<file path="config.mk">
export PLATFORM = sky130hd
export DESIGN_NAME = corr_window_ctrl
export DESIGN_NICKNAME = d
export VERILOG_FILES = /design/src/rtl/corr_pkg.sv /design/src/rtl/corr_result_slot.sv /design/src/rtl/corr_window_ctrl.sv
export SDC_FILE = /design/constraint.sdc
export NUM_CORES = 1
export LEC_CHECK = 0
export BUFFER_PORTS_ARGS = -buffer_cell sky130_fd_sc_hd__buf_2
export CORE_UTILIZATION = 40
export DETAILED_ROUTE_END_ITERATION = 16
export PLACE_DENSITY_LB_ADDON = 0.05
export SYNTH_ARGS = -nofsm -noshare
export SYNTH_HDL_FRONTEND = slang
export SYNTH_SLANG_ARGS = --single-unit
</file>
<file path="constraint.sdc">
create_clock -name i_clk -period 3.3 [get_ports i_clk]
set_input_delay 0.165 -clock i_clk [delete_from_list [all_inputs] [get_ports i_clk]]
set_output_delay 0.165 -clock i_clk [all_outputs]
set_load 0.02 [all_outputs]
</file>
<file path="src/rtl/corr_pkg.sv">
// Shared types for the correlation-window controller.
//   corr_state_t : sequencer states (STALL is only reachable when
//                  CORR_WINDOW_CTRL_STALL_EN is defined)
//   corr_res_t   : one captured window result {x, y, isect, symdiff, len, seq}
package corr_pkg;

  localparam int unsigned CORR_TIME_W = 8;
  localparam int unsigned CORR_SEQ_W  = 8;
  localparam int unsigned CORR_DROP_W = 8;

  typedef enum logic [1:0] {
    ST_IDLE  = 2'd0,
    ST_RUN   = 2'd1,
    ST_STALL = 2'd2
  } corr_state_t;

  typedef struct packed {
    logic [CORR_TIME_W-1:0] x;
    logic [CORR_TIME_W-1:0] y;
    logic [CORR_TIME_W-1:0] isect;
    logic [CORR_TIME_W-1:0] symdiff;
    logic [CORR_TIME_W-1:0] len;
    logic [CORR_SEQ_W-1:0]  seq;
  } corr_res_t;

endpackage

</file>
<file path="src/rtl/corr_result_slot.sv">
// One-entry result holding register with a valid/ready drain port.
//   i_clk, i_arst_n : clock, async active-low reset
//   i_load, i_data  : capture request and payload
//   i_ready         : consumer accepts the held entry
//   o_valid, o_data : held entry (data stays stable until accepted)
//   o_overwrite_c   : a load is replacing an entry nobody accepted
module corr_result_slot
  import corr_pkg::*;
(
  input  logic      i_clk,
  input  logic      i_arst_n,
  input  logic      i_load,
  input  corr_res_t i_data,
  input  logic      i_ready,
  output logic      o_valid,
  output corr_res_t o_data,
  output logic      o_overwrite_c
);

  logic      r_valid;
  corr_res_t r_data;

  // Load wins over accept so a same-cycle accept+load keeps valid high.
  always_ff @(posedge i_clk or negedge i_arst_n) begin
    if (!i_arst_n) begin
      r_valid <= 1'b0;
      r_data  <= '0;
    end else if (i_load) begin
      r_valid <= 1'b1;
      r_data  <= i_data;
    end else if (r_valid && i_ready) begin
      r_valid <= 1'b0;
    end
  end

  assign o_valid       = r_valid;
  assign o_data        = r_data;
  assign o_overwrite_c = i_load && r_valid && !i_ready;

endmodule

</file>
<file path="src/rtl/corr_window_ctrl.sv">
// Window sequencer for a correlation counter pair. Runs back-to-back windows
// of programmable length, restarts the counter at each boundary and captures
// its four counts into a one-entry result slot drained by valid/ready.
//   i_clk, i_arst_n       : clock, async active-low reset
//   i_enable              : run windows when high
//   i_windowLen           : window length (0 behaves as 1), sampled at window start
//   o_cg, o_tUpdate       : counter clock-gate and restart strobe
//   o_tValue              : restart value for the counter (always 0)
//   i_count*              : counter outputs
//   o_resultValid/i_resultReady, o_res*, o_resLen, o_resSeq : result slot
//   o_dropCount           : saturating count of overwritten results
// Build option: CORR_WINDOW_CTRL_STALL_EN -- a boundary that finds the slot
// full and not accepted freezes the counter in STALL instead of overwriting.
module corr_window_ctrl
  import corr_pkg::*;
#(
  parameter int unsigned TIME_W = CORR_TIME_W,
  parameter int unsigned SEQ_W  = CORR_SEQ_W
) (
  input  logic                   i_clk,
  input  logic                   i_arst_n,
  input  logic                   i_enable,
  input  logic [TIME_W-1:0]      i_windowLen,
  output logic                   o_cg,
  output logic                   o_tUpdate,
  output logic [TIME_W-1:0]      o_tValue,
  input  logic [TIME_W-1:0]      i_countX,
  input  logic [TIME_W-1:0]      i_countY,
  input  logic [TIME_W-1:0]      i_countIsect,
  input  logic [TIME_W-1:0]      i_countSymdiff,
  output logic                   o_resultValid,
  input  logic                   i_resultReady,
  output logic [TIME_W-1:0]      o_resX,
  output logic [TIME_W-1:0]      o_resY,
  output logic [TIME_W-1:0]      o_resIsect,
  output logic [TIME_W-1:0]      o_resSymdiff,
  output logic [TIME_W-1:0]      o_resLen,
  output logic [SEQ_W-1:0]       o_resSeq,
  output logic [CORR_DROP_W-1:0] o_dropCount
);

  localparam logic [CORR_DROP_W-1:0] DROP_MAX = '1;

  corr_state_t       r_state;
  corr_state_t       w_state_nxt;
  logic [TIME_W-1:0] r_wcnt;
  logic [TIME_W-1:0] w_wcnt_nxt;
  logic [TIME_W-1:0] r_len;
  logic [TIME_W-1:0] w_len_nxt;
  logic              r_first;
  logic              w_first_nxt;
  logic [SEQ_W-1:0]  r_seq;
  logic [SEQ_W-1:0]  w_seq_nxt;

  logic [TIME_W-1:0] w_len_in;
  logic [TIME_W-1:0] w_len_eff;
  logic              w_running;
  logic              w_at_bnd;
  logic              w_hold;
  logic              w_active;
  logic              w_capture;
  logic              w_slot_valid;
  logic              w_overwrite;
  corr_res_t         w_slot_d;
  corr_res_t         w_slot_q;

  // A zero window length is treated as a one-cycle window.
  assign w_len_in = (i_windowLen == '0) ? TIME_W'(1) : i_windowLen;

  // wcnt==0 marks a start/boundary cycle, where the new length takes effect.
  assign w_at_bnd  = w_running && (r_wcnt == '0);
  assign w_len_eff = (r_wcnt == '0) ? w_len_in : r_len;

`ifdef CORR_WINDOW_CTRL_STALL_EN
  assign w_running = (r_state == ST_RUN) || (r_state == ST_STALL);
  // Boundary blocked by an unaccepted result: freeze instead of overwrite.
  assign w_hold    = w_at_bnd && !r_first && w_slot_valid && !i_resultReady;
`else
  assign w_running = (r_state == ST_RUN);
  assign w_hold    = 1'b0;
`endif

  assign w_active  = w_running && !w_hold;
  // The first RUN cycle restarts the counter but has no finished window.
  assign w_capture = w_active && w_at_bnd && !r_first;

  // State register.
  always_ff @(posedge i_clk or negedge i_arst_n) begin
    if (!i_arst_n) begin
      r_state <= ST_IDLE;
    end else begin
      r_state <= w_state_nxt;
    end
  end

  // Window counter, latched length, start flag and sequence number.
  always_ff @(posedge i_clk or negedge i_arst_n) begin
    if (!i_arst_n) begin
      r_wcnt  <= '0;
      r_len   <= TIME_W'(1);
      r_first <= 1'b0;
      r_seq   <= '0;
    end else begin
      r_wcnt  <= w_wcnt_nxt;
      r_len   <= w_len_nxt;
      r_first <= w_first_nxt;
      r_seq   <= w_seq_nxt;
    end
  end

  // Next-state and window-counter logic.
  always_comb begin
    w_state_nxt = r_state;
    w_wcnt_nxt  = r_wcnt;
    w_len_nxt   = r_len;
    w_first_nxt = r_first;
    w_seq_nxt   = r_seq;

    if (w_capture) begin
      w_seq_nxt = r_seq + SEQ_W'(1);
    end

    case (r_state)
      ST_IDLE: begin
        w_wcnt_nxt  = '0;
        w_first_nxt = 1'b0;
        if (i_enable) begin
          w_state_nxt = ST_RUN;
          w_first_nxt = 1'b1;
        end
      end
      default: begin
        if (!i_enable) begin
          // Partial window is abandoned; a held result stays in the slot.
          w_state_nxt = ST_IDLE;
          w_wcnt_nxt  = '0;
          w_first_nxt = 1'b0;
        end else if (w_hold) begin
          w_state_nxt = ST_STALL;
        end else begin
          w_state_nxt = ST_RUN;
          w_first_nxt = 1'b0;
          if (w_at_bnd) begin
            w_len_nxt = w_len_in;
          end
          if (r_wcnt == w_len_eff - TIME_W'(1)) begin
            w_wcnt_nxt = '0;
          end else begin
            w_wcnt_nxt = r_wcnt + TIME_W'(1);
          end
        end
      end
    endcase
  end

  // Counter control decodes.
  always_comb begin
    o_cg      = 1'b0;
    o_tUpdate = 1'b0;
    if (w_active) begin
      o_cg      = 1'b1;
      o_tUpdate = (r_wcnt == '0);
    end
  end

  assign o_tValue = '0;

  // Result captured at the boundary carries the window that just closed.
  always_comb begin
    w_slot_d         = '0;
    w_slot_d.x       = i_countX;
    w_slot_d.y       = i_countY;
    w_slot_d.isect   = i_countIsect;
    w_slot_d.symdiff = i_countSymdiff;
    w_slot_d.len     = r_len;
    w_slot_d.seq     = r_seq + SEQ_W'(1);
  end

  corr_result_slot u_slot (
    .i_clk         (i_clk),
    .i_arst_n      (i_arst_n),
    .i_load        (w_capture),
    .i_data        (w_slot_d),
    .i_ready       (i_resultReady),
    .o_valid       (w_slot_valid),
    .o_data        (w_slot_q),
    .o_overwrite_c (w_overwrite)
  );

  assign o_resultValid = w_slot_valid;
  assign o_resX        = w_slot_q.x;
  assign o_resY        = w_slot_q.y;
  assign o_resIsect    = w_slot_q.isect;
  assign o_resSymdiff  = w_slot_q.symdiff;
  assign o_resLen      = w_slot_q.len;
  assign o_resSeq      = w_slot_q.seq;

`ifdef CORR_WINDOW_CTRL_STALL_EN
  // Stalling guarantees no result is ever overwritten.
  logic w_unused_ovr;
  assign w_unused_ovr = w_overwrite;
  assign o_dropCount  = '0;
`else
  logic [CORR_DROP_W-1:0] r_drop;

  // Saturating overwrite counter; only reset clears it.
  always_ff @(posedge i_clk or negedge i_arst_n) begin
    if (!i_arst_n) begin
      r_drop <= '0;
    end else if (w_overwrite && (r_drop != DROP_MAX)) begin
      r_drop <= r_drop + CORR_DROP_W'(1);
    end
  end

  assign o_dropCount = r_drop;
`endif

endmodule
</file>
==> results of run 1 <==
## cell type report
class,instances,area (um2),share of cell area
timing repair buffer,116,636,0.141
multi-input combinational,280,1610,0.356
clock buffer,10,128,0.0282
inverter,6,22.5,0.00498
clock inverter,6,113,0.0249
sequential,75,1880,0.415
tap,108,135,0.0299
## registers in the layout, indices dropped and copies added, names as in the netlist
register / flops
r_state: 1
r_wcnt: 8
u_slot.o_valid: 1
r_first: 1
r_len: 8
o_dropCount: 8
u_slot.o_data: 48
## critical path, cell delays in order (launching register included)
cell	delay [ns]
dfrtp_1	0.45
inv_1	0.10
ha_1	0.16
nor4b_4	0.24
nand2_2	0.13
nor2_1	0.13
a21oi_1	0.05
ha_1	0.23
xnor2_1	0.25
xnor2_1	0.10
o41a_1	0.44
a2111oi_4	0.43
nor3_1	0.14
## routing by layer
layer | global-route usage | part of all wire
met1 | 0.263 | 0.48
met2 | 0.281 | 0.45
met3 | 0.0434 | 0.059
met4 | 0.0677 | 0.0089
met5 | 0 | 0
## cells in the final DEF (no fill, tap or decap), types with 2 or more instances in the layout
cell type	instances
mux2_2	7
inv_1	6
nor2b_1	2
clkbuf_8	9
o31ai_1	3
nand2_1	134
nor3_1	13
conb_1	8
dfrtp_1	74
nor2_1	9
nand3_1	12
nor4_1	2
xor2_1	12
xnor2_1	15
bufinv_16	3
a21oi_1	5
ha_1	5
buf_4	8
o21ai_0	8
or2_2	2
dlygate4sd3_1	7
nand4_1	6
buf_2	101
and3_1	8
and2_1	2
o211ai_1	2
## power breakdown
group | leakage, nW | switching, mW | internal (mW) | total [mW]
Sequential | 0.936 | 0.149 | 1.09 | 1.24
Clock | 0.121 | 0.351 | 0.506 | 0.857
Combinational | 1.27 | 0.475 | 0.284 | 0.759
## path summary, 6_finish.rpt
kind                              startpoint                end  depth (start not counted)
hold / removal                      i_arst_n   u_slot.o_data[3]                          1
hold reg to reg            u_slot.o_data[18]  u_slot.o_data[18]                          2
setup / recovery                   r_wcnt[0]          r_wcnt[6]                         12
setup reg to reg                   r_wcnt[0]          r_wcnt[6]                         12
max in group asynchronous           i_arst_n           r_len[2]                          1
min in group i_clk           i_countIsect[2]  u_slot.o_data[26]                          3
## cells by family after synthesis
logic type	Yosys count	synth area share
compound gates	29	0.0593
xor+xnor	27	0.0655
fa+ha+maj	5	0.0173
buf+inv	28	0.0433
flops	75	0.520
mux	9	0.0277
other cells	1	0.00104
simple gates	202	0.266
==> results by group, run 1 <==
Pwr
  • VDD IR-drop max: 0.293 mV
  • Pwr Total: 2.85 mW
  • Power per cell area: 631 nW/um2
  • LEAKAGE: 2.33 nW

Placement
  • Pre-CTS WS: 0.303 ns
  • DP Wirelength: 5940 um
  • Post-DP Area: 4210 um2
  • Routability cong.: 0.954
  • Buffers on Ports: 102
  • Placed cell count: 578

Floorplanning
  • Die Wd: 97.0 um
  • Rows: 34
  • IO Count: 111
  • Die Ht: 97.0 um
  • Initial core utilization: 0.414
  • Die ar.: 9410 um2
  • Total core area: 8720 um2

Yosys
  • Share of the synthesized area in the top cell type: 0.513
  • Post-synth ARST share: 1.00
  • Post-synth EDFFs: 0
  • Synth area leader: dfrtp_1
  • Flop and latch count out of synthesis: 75
  • Synth area leaders: dfrtp_1, nand2_1, xnor2_1
  • Top FF cell, synth: dfrtp_1
  • Ys Warns: 0
  • Post-synthesis instance area: 3610 um2
  • Count of different cell masters after synthesis: 51
  • Avg Cell Area, Syn: 9.60 um2
  • Syn Inst Count: 376
  • Sequential share of the synthesized area: 0.520
  • Most frequent cell after synthesis: nand2_1
  • Commonest cells in the netlist: nand2_1, dfrtp_1, xnor2_1

Timing
  • Min Tclk post-route: 3.00 ns
  • Slew @ Worst Pin: 0.970 ns
  • Final hold violation count: 31
  • Final hold slack: -0.0396 ns
  • Period Utilization, post-route: 0.909
  • Max transition margin: 0.354
  • Crit path setup slack, layout: 0.301 ns
  • RSZ-0062 raised after global routing: no
  • FMAX: 333 MHz
  • TNS Setup: 0 ns
  • Worst Clk Skew: 0.0149 ns
  • Setup violations, final: 0
  • Final slew viol count: 0

Cells and area
  • Fillers: 851
  • Core Util, Final: 0.518
  • Layout cell share with drive strength beyond 1: 0.290
  • Synthesis-to-finish area growth: 25.2%
  • Post-Layout Cell Count: 601
  • Final Cell Area: 4520 um2
  • # diodes: 0
  • Final nets: 537

Route
  • Initial DRC count: 103
  • Detailed-route DRC error count: 0
  • WL final: 8420 um
  • Routed vias/inst: 4.87
  • Drt first pass iters: 4
  • Avg WL per Cell: 14.0 um
  • Via count: 2926
  • Final ANT Viol Nets: 0

Critical path
  • CP Class: register to register
  • CP arrival: 3.21 ns
  • Crit. End Element: register
  • Startpoint types: register
  • Reg2reg setup slack: 0.30 ns
  • Worst path required time: 3.51 ns
  • Crit Path Max Fanout: 8

Clocking
  • CTS tree: done
  • Htree depth: 3
  • Post-CTS Setup Inserts: 0
  • # resized after CTS: 0
  • CTS max path bufs: 2
  • Count of hold buffers inserted by post-cts repair: 6
  • Clk pin slew, worst setup/hold paths: 0.09 ns
  • Clock root cell: clkbuf_8
  • Clk_lat worst skew: 0.35 ns
  • Sink Count: 75
  • CTS Buf Count: 9

GRT
  • First-pass GRT wire length: 14100 um
  • GRT Total Usage: 0.187
  • Largest net degree at the start of global routing: 76
  • Vias in the first global route: 2745
  • Total grt overflow: 0
  • Initial antenna violation count: 0

Job
  • Max cap viols: 0

Worst hold path
  • Tightest Hold Check Type: primary input to async pin

Status
  • Status: complete, but fails checks
  • Failing checks: hold timing
Power figures use the tool's default switching activity.
==> run 2: changes to the inputs <==
Settings changed: MAX_ROUTING_LAYER from default to met4.
==> results by group, run 2 (same netlist as run 1, synthesis figures left out) <==
Critical path
  • Crit path largest cell delay: 0.45 ns (about the same)
  • Reg2reg setup slack: 0.29 ns (was 0.30 ns)
  • Worst reg2reg path endpoint: r_wcnt[6] (unchanged)
  • Worst path required time: 3.50 ns (was 3.51 ns)
  • CP arrival: 3.22 ns (was 3.21 ns)
  • Crit Path Max Fanout: 8 (unchanged)
  • Worst-case reg-to-reg path depth: 12 (unchanged)
  • CP Class: register to register (unchanged)
  • Crit. End Element: register (unchanged)
  • Slowest stage cell, crit path: dfrtp_1 (unchanged)
  • CP Cell Sequence: inv_1 -> ha_1 -> nor4b_4 -> nand2_2 -> nor2_1 -> a21oi_1 -> ha_1 -> xnor2_1 -> xnor2_1 -> o41a_1 -> a2111oi_4 -> nor3_1 (unchanged)
  • Startpoint types: register (unchanged)
  • Worst reg2reg startpoint: r_wcnt[0] (unchanged)

Cells and area
  • Synthesis-to-finish area growth: 25.2% (unchanged)
  • Final Cell Area: 4520 um2 (unchanged)
  • Core Util, Final: 0.518 (unchanged)
  • Max reg flops: 48 (unchanged)
  • Layout cell share with drive strength beyond 1: 0.290 (unchanged)
  • # diodes: 0 (unchanged)
  • Commonest non-fill, non-tap cell in the layout: nand2_1 (unchanged)
  • Most frequent cells in the layout: nand2_1, buf_2, dfrtp_1 (unchanged)
  • Final nets: 537 (unchanged)
  • Post-Layout Cell Count: 601 (unchanged)

Pwr
  • Power per cell area: 631 nW/um2 (about the same)
  • Pwr Total: 2.85 mW (about the same)
  • VDD IR-drop max: 0.293 mV (about the same)
  • LEAKAGE: 2.33 nW (unchanged)

Clocking
  • CTS Buf Count: 9 (unchanged)
  • Sink Count: 75 (unchanged)
  • Htree depth: 3 (unchanged)
  • # resized after CTS: 0 (unchanged)
  • Clock root cell: clkbuf_8 (unchanged)
  • CTS max path bufs: 2 (unchanged)
  • Clk_lat worst skew: 0.35 ns (about the same)
  • Count of hold buffers inserted by post-cts repair: 6 (unchanged)
  • Clk pin slew, worst setup/hold paths: 0.09 ns (about the same)
  • Post-CTS Setup Inserts: 0 (unchanged)
  • CTS tree: done (unchanged)

Worst hold path
  • Tightest Hold Check Type: primary input to async pin (unchanged)

GRT
  • Vias in the first global route: 2744 (was 2745)
  • Initial antenna violation count: 0 (unchanged)
  • First-pass GRT wire length: 14100 um (about the same)
  • Total grt overflow: 0 (unchanged)
  • Met2 usage: 0.281 (unchanged)
  • GR peak layer: met2 (unchanged)
  • GRT Total Usage: 0.192 (was 0.187)
  • Global-route track usage on met1: 0.265 (was 0.263)
  • GR Util met3: 0.0405 (was 0.0434)
  • Largest net degree at the start of global routing: 76 (unchanged)

Route
  • Final ANT Viol Nets: 0 (unchanged)
  • WL final: 8430 um (was 8420 um)
  • Detailed-route DRC error count: 0 (unchanged)
  • Via count: 2953 (was 2926)
  • Avg WL per Cell: 14.0 um (about the same)
  • Routed vias/inst: 4.91 (was 4.87)
  • Drt first pass iters: 4 (unchanged)
  • Initial DRC count: 118 (was 103)

Timing
  • Worst Clk Skew: 0.0151 ns (was 0.0149 ns)
  • Final hold violation count: 20 (was 31)
  • Crit path setup slack, layout: 0.287 ns (was 0.301 ns)
  • Final slew viol count: 0 (unchanged)
  • Slew @ Worst Pin: 0.973 ns (was 0.970 ns)
  • TNS Setup: 0 ns (unchanged)
  • RSZ-0062 raised after global routing: no (unchanged)
  • Max transition margin: 0.351 (was 0.354)
  • FMAX: 332 MHz (was 333 MHz)
  • Setup violations, final: 0 (unchanged)
  • Period Utilization, post-route: 0.913 (was 0.909)
  • Final hold slack: -0.0358 ns (was -0.0396 ns)
  • Min Tclk post-route: 3.01 ns (was 3.00 ns)

Floorplanning
  • Rows: 34 (unchanged)
  • Total core area: 8720 um2 (unchanged)
  • Die Ht: 97.0 um (unchanged)
  • Die Wd: 97.0 um (unchanged)
  • Initial core utilization: 0.414 (unchanged)
  • Die ar.: 9410 um2 (unchanged)
  • IO Count: 111 (unchanged)

Status
  • Failing checks: hold timing (unchanged)
  • Status: complete, but fails checks (unchanged)

Placement
  • DP Wirelength: 5940 um (unchanged)
  • Pre-CTS WS: 0.303 ns (unchanged)
  • Post-DP Area: 4210 um2 (unchanged)
  • Placed cell count: 578 (unchanged)
  • Buffers on Ports: 102 (unchanged)
  • Routability cong.: 0.972 (was 0.954)

Job
  • Max cap viols: 0 (unchanged)
run 2: how the worst max path moves through the flow:
stage                    from         to  slack, ns  cells past startpoint
floorplan           r_wcnt[0]  r_wcnt[2]       0.46                     13
global placement    r_wcnt[0]  r_wcnt[7]       0.41                     12
detailed placement  r_wcnt[0]  r_wcnt[6]       0.30                     12
CTS                 r_wcnt[0]  r_wcnt[6]       0.27                     12
global route        r_wcnt[0]  r_wcnt[6]       0.02                     12
finish              r_wcnt[0]  r_wcnt[6]       0.29                     12
run 2: power by group:
part / internal (mW) / switching (mW) / total (mW)
sequential: 1.09 / 0.149 / 1.24
clock: 0.506 / 0.350 / 0.856
combinational: 0.284 / 0.475 / 0.760
total: 1.88 / 0.974 / 2.85
run 2: area by class of cell:
class / count / area, um2
multi-input cells: 280 / 1610
clock inverters: 6 / 113
inverters: 6 / 22.5
flip-flops and latches: 75 / 1880
well taps: 108 / 135
clock buffers: 10 / 128
repair buffers: 116 / 636
fillers: 851 / 4200
run 2: worst max-delay path: cells and delay by family, from the launching register on:
family                     cells  cell delay [ns]
AOI/OAI and AO/OA              3             0.94
and+or+nand+nor                4             0.64
DFF                            1             0.45
adders and majority gates      2             0.39
xor gates and xnor gates       2             0.35
buffers and inverters          1             0.10
run 2: routing by layer:
layer / wire, um / vias up / share of wire
met5: 0 / - / 0
met4: 125 / 0 / 0.015
li1: - / 1456 / -
met2: 3770 / 92 / 0.45
met3: 464 / 15 / 0.055
met1: 4070 / 1390 / 0.48
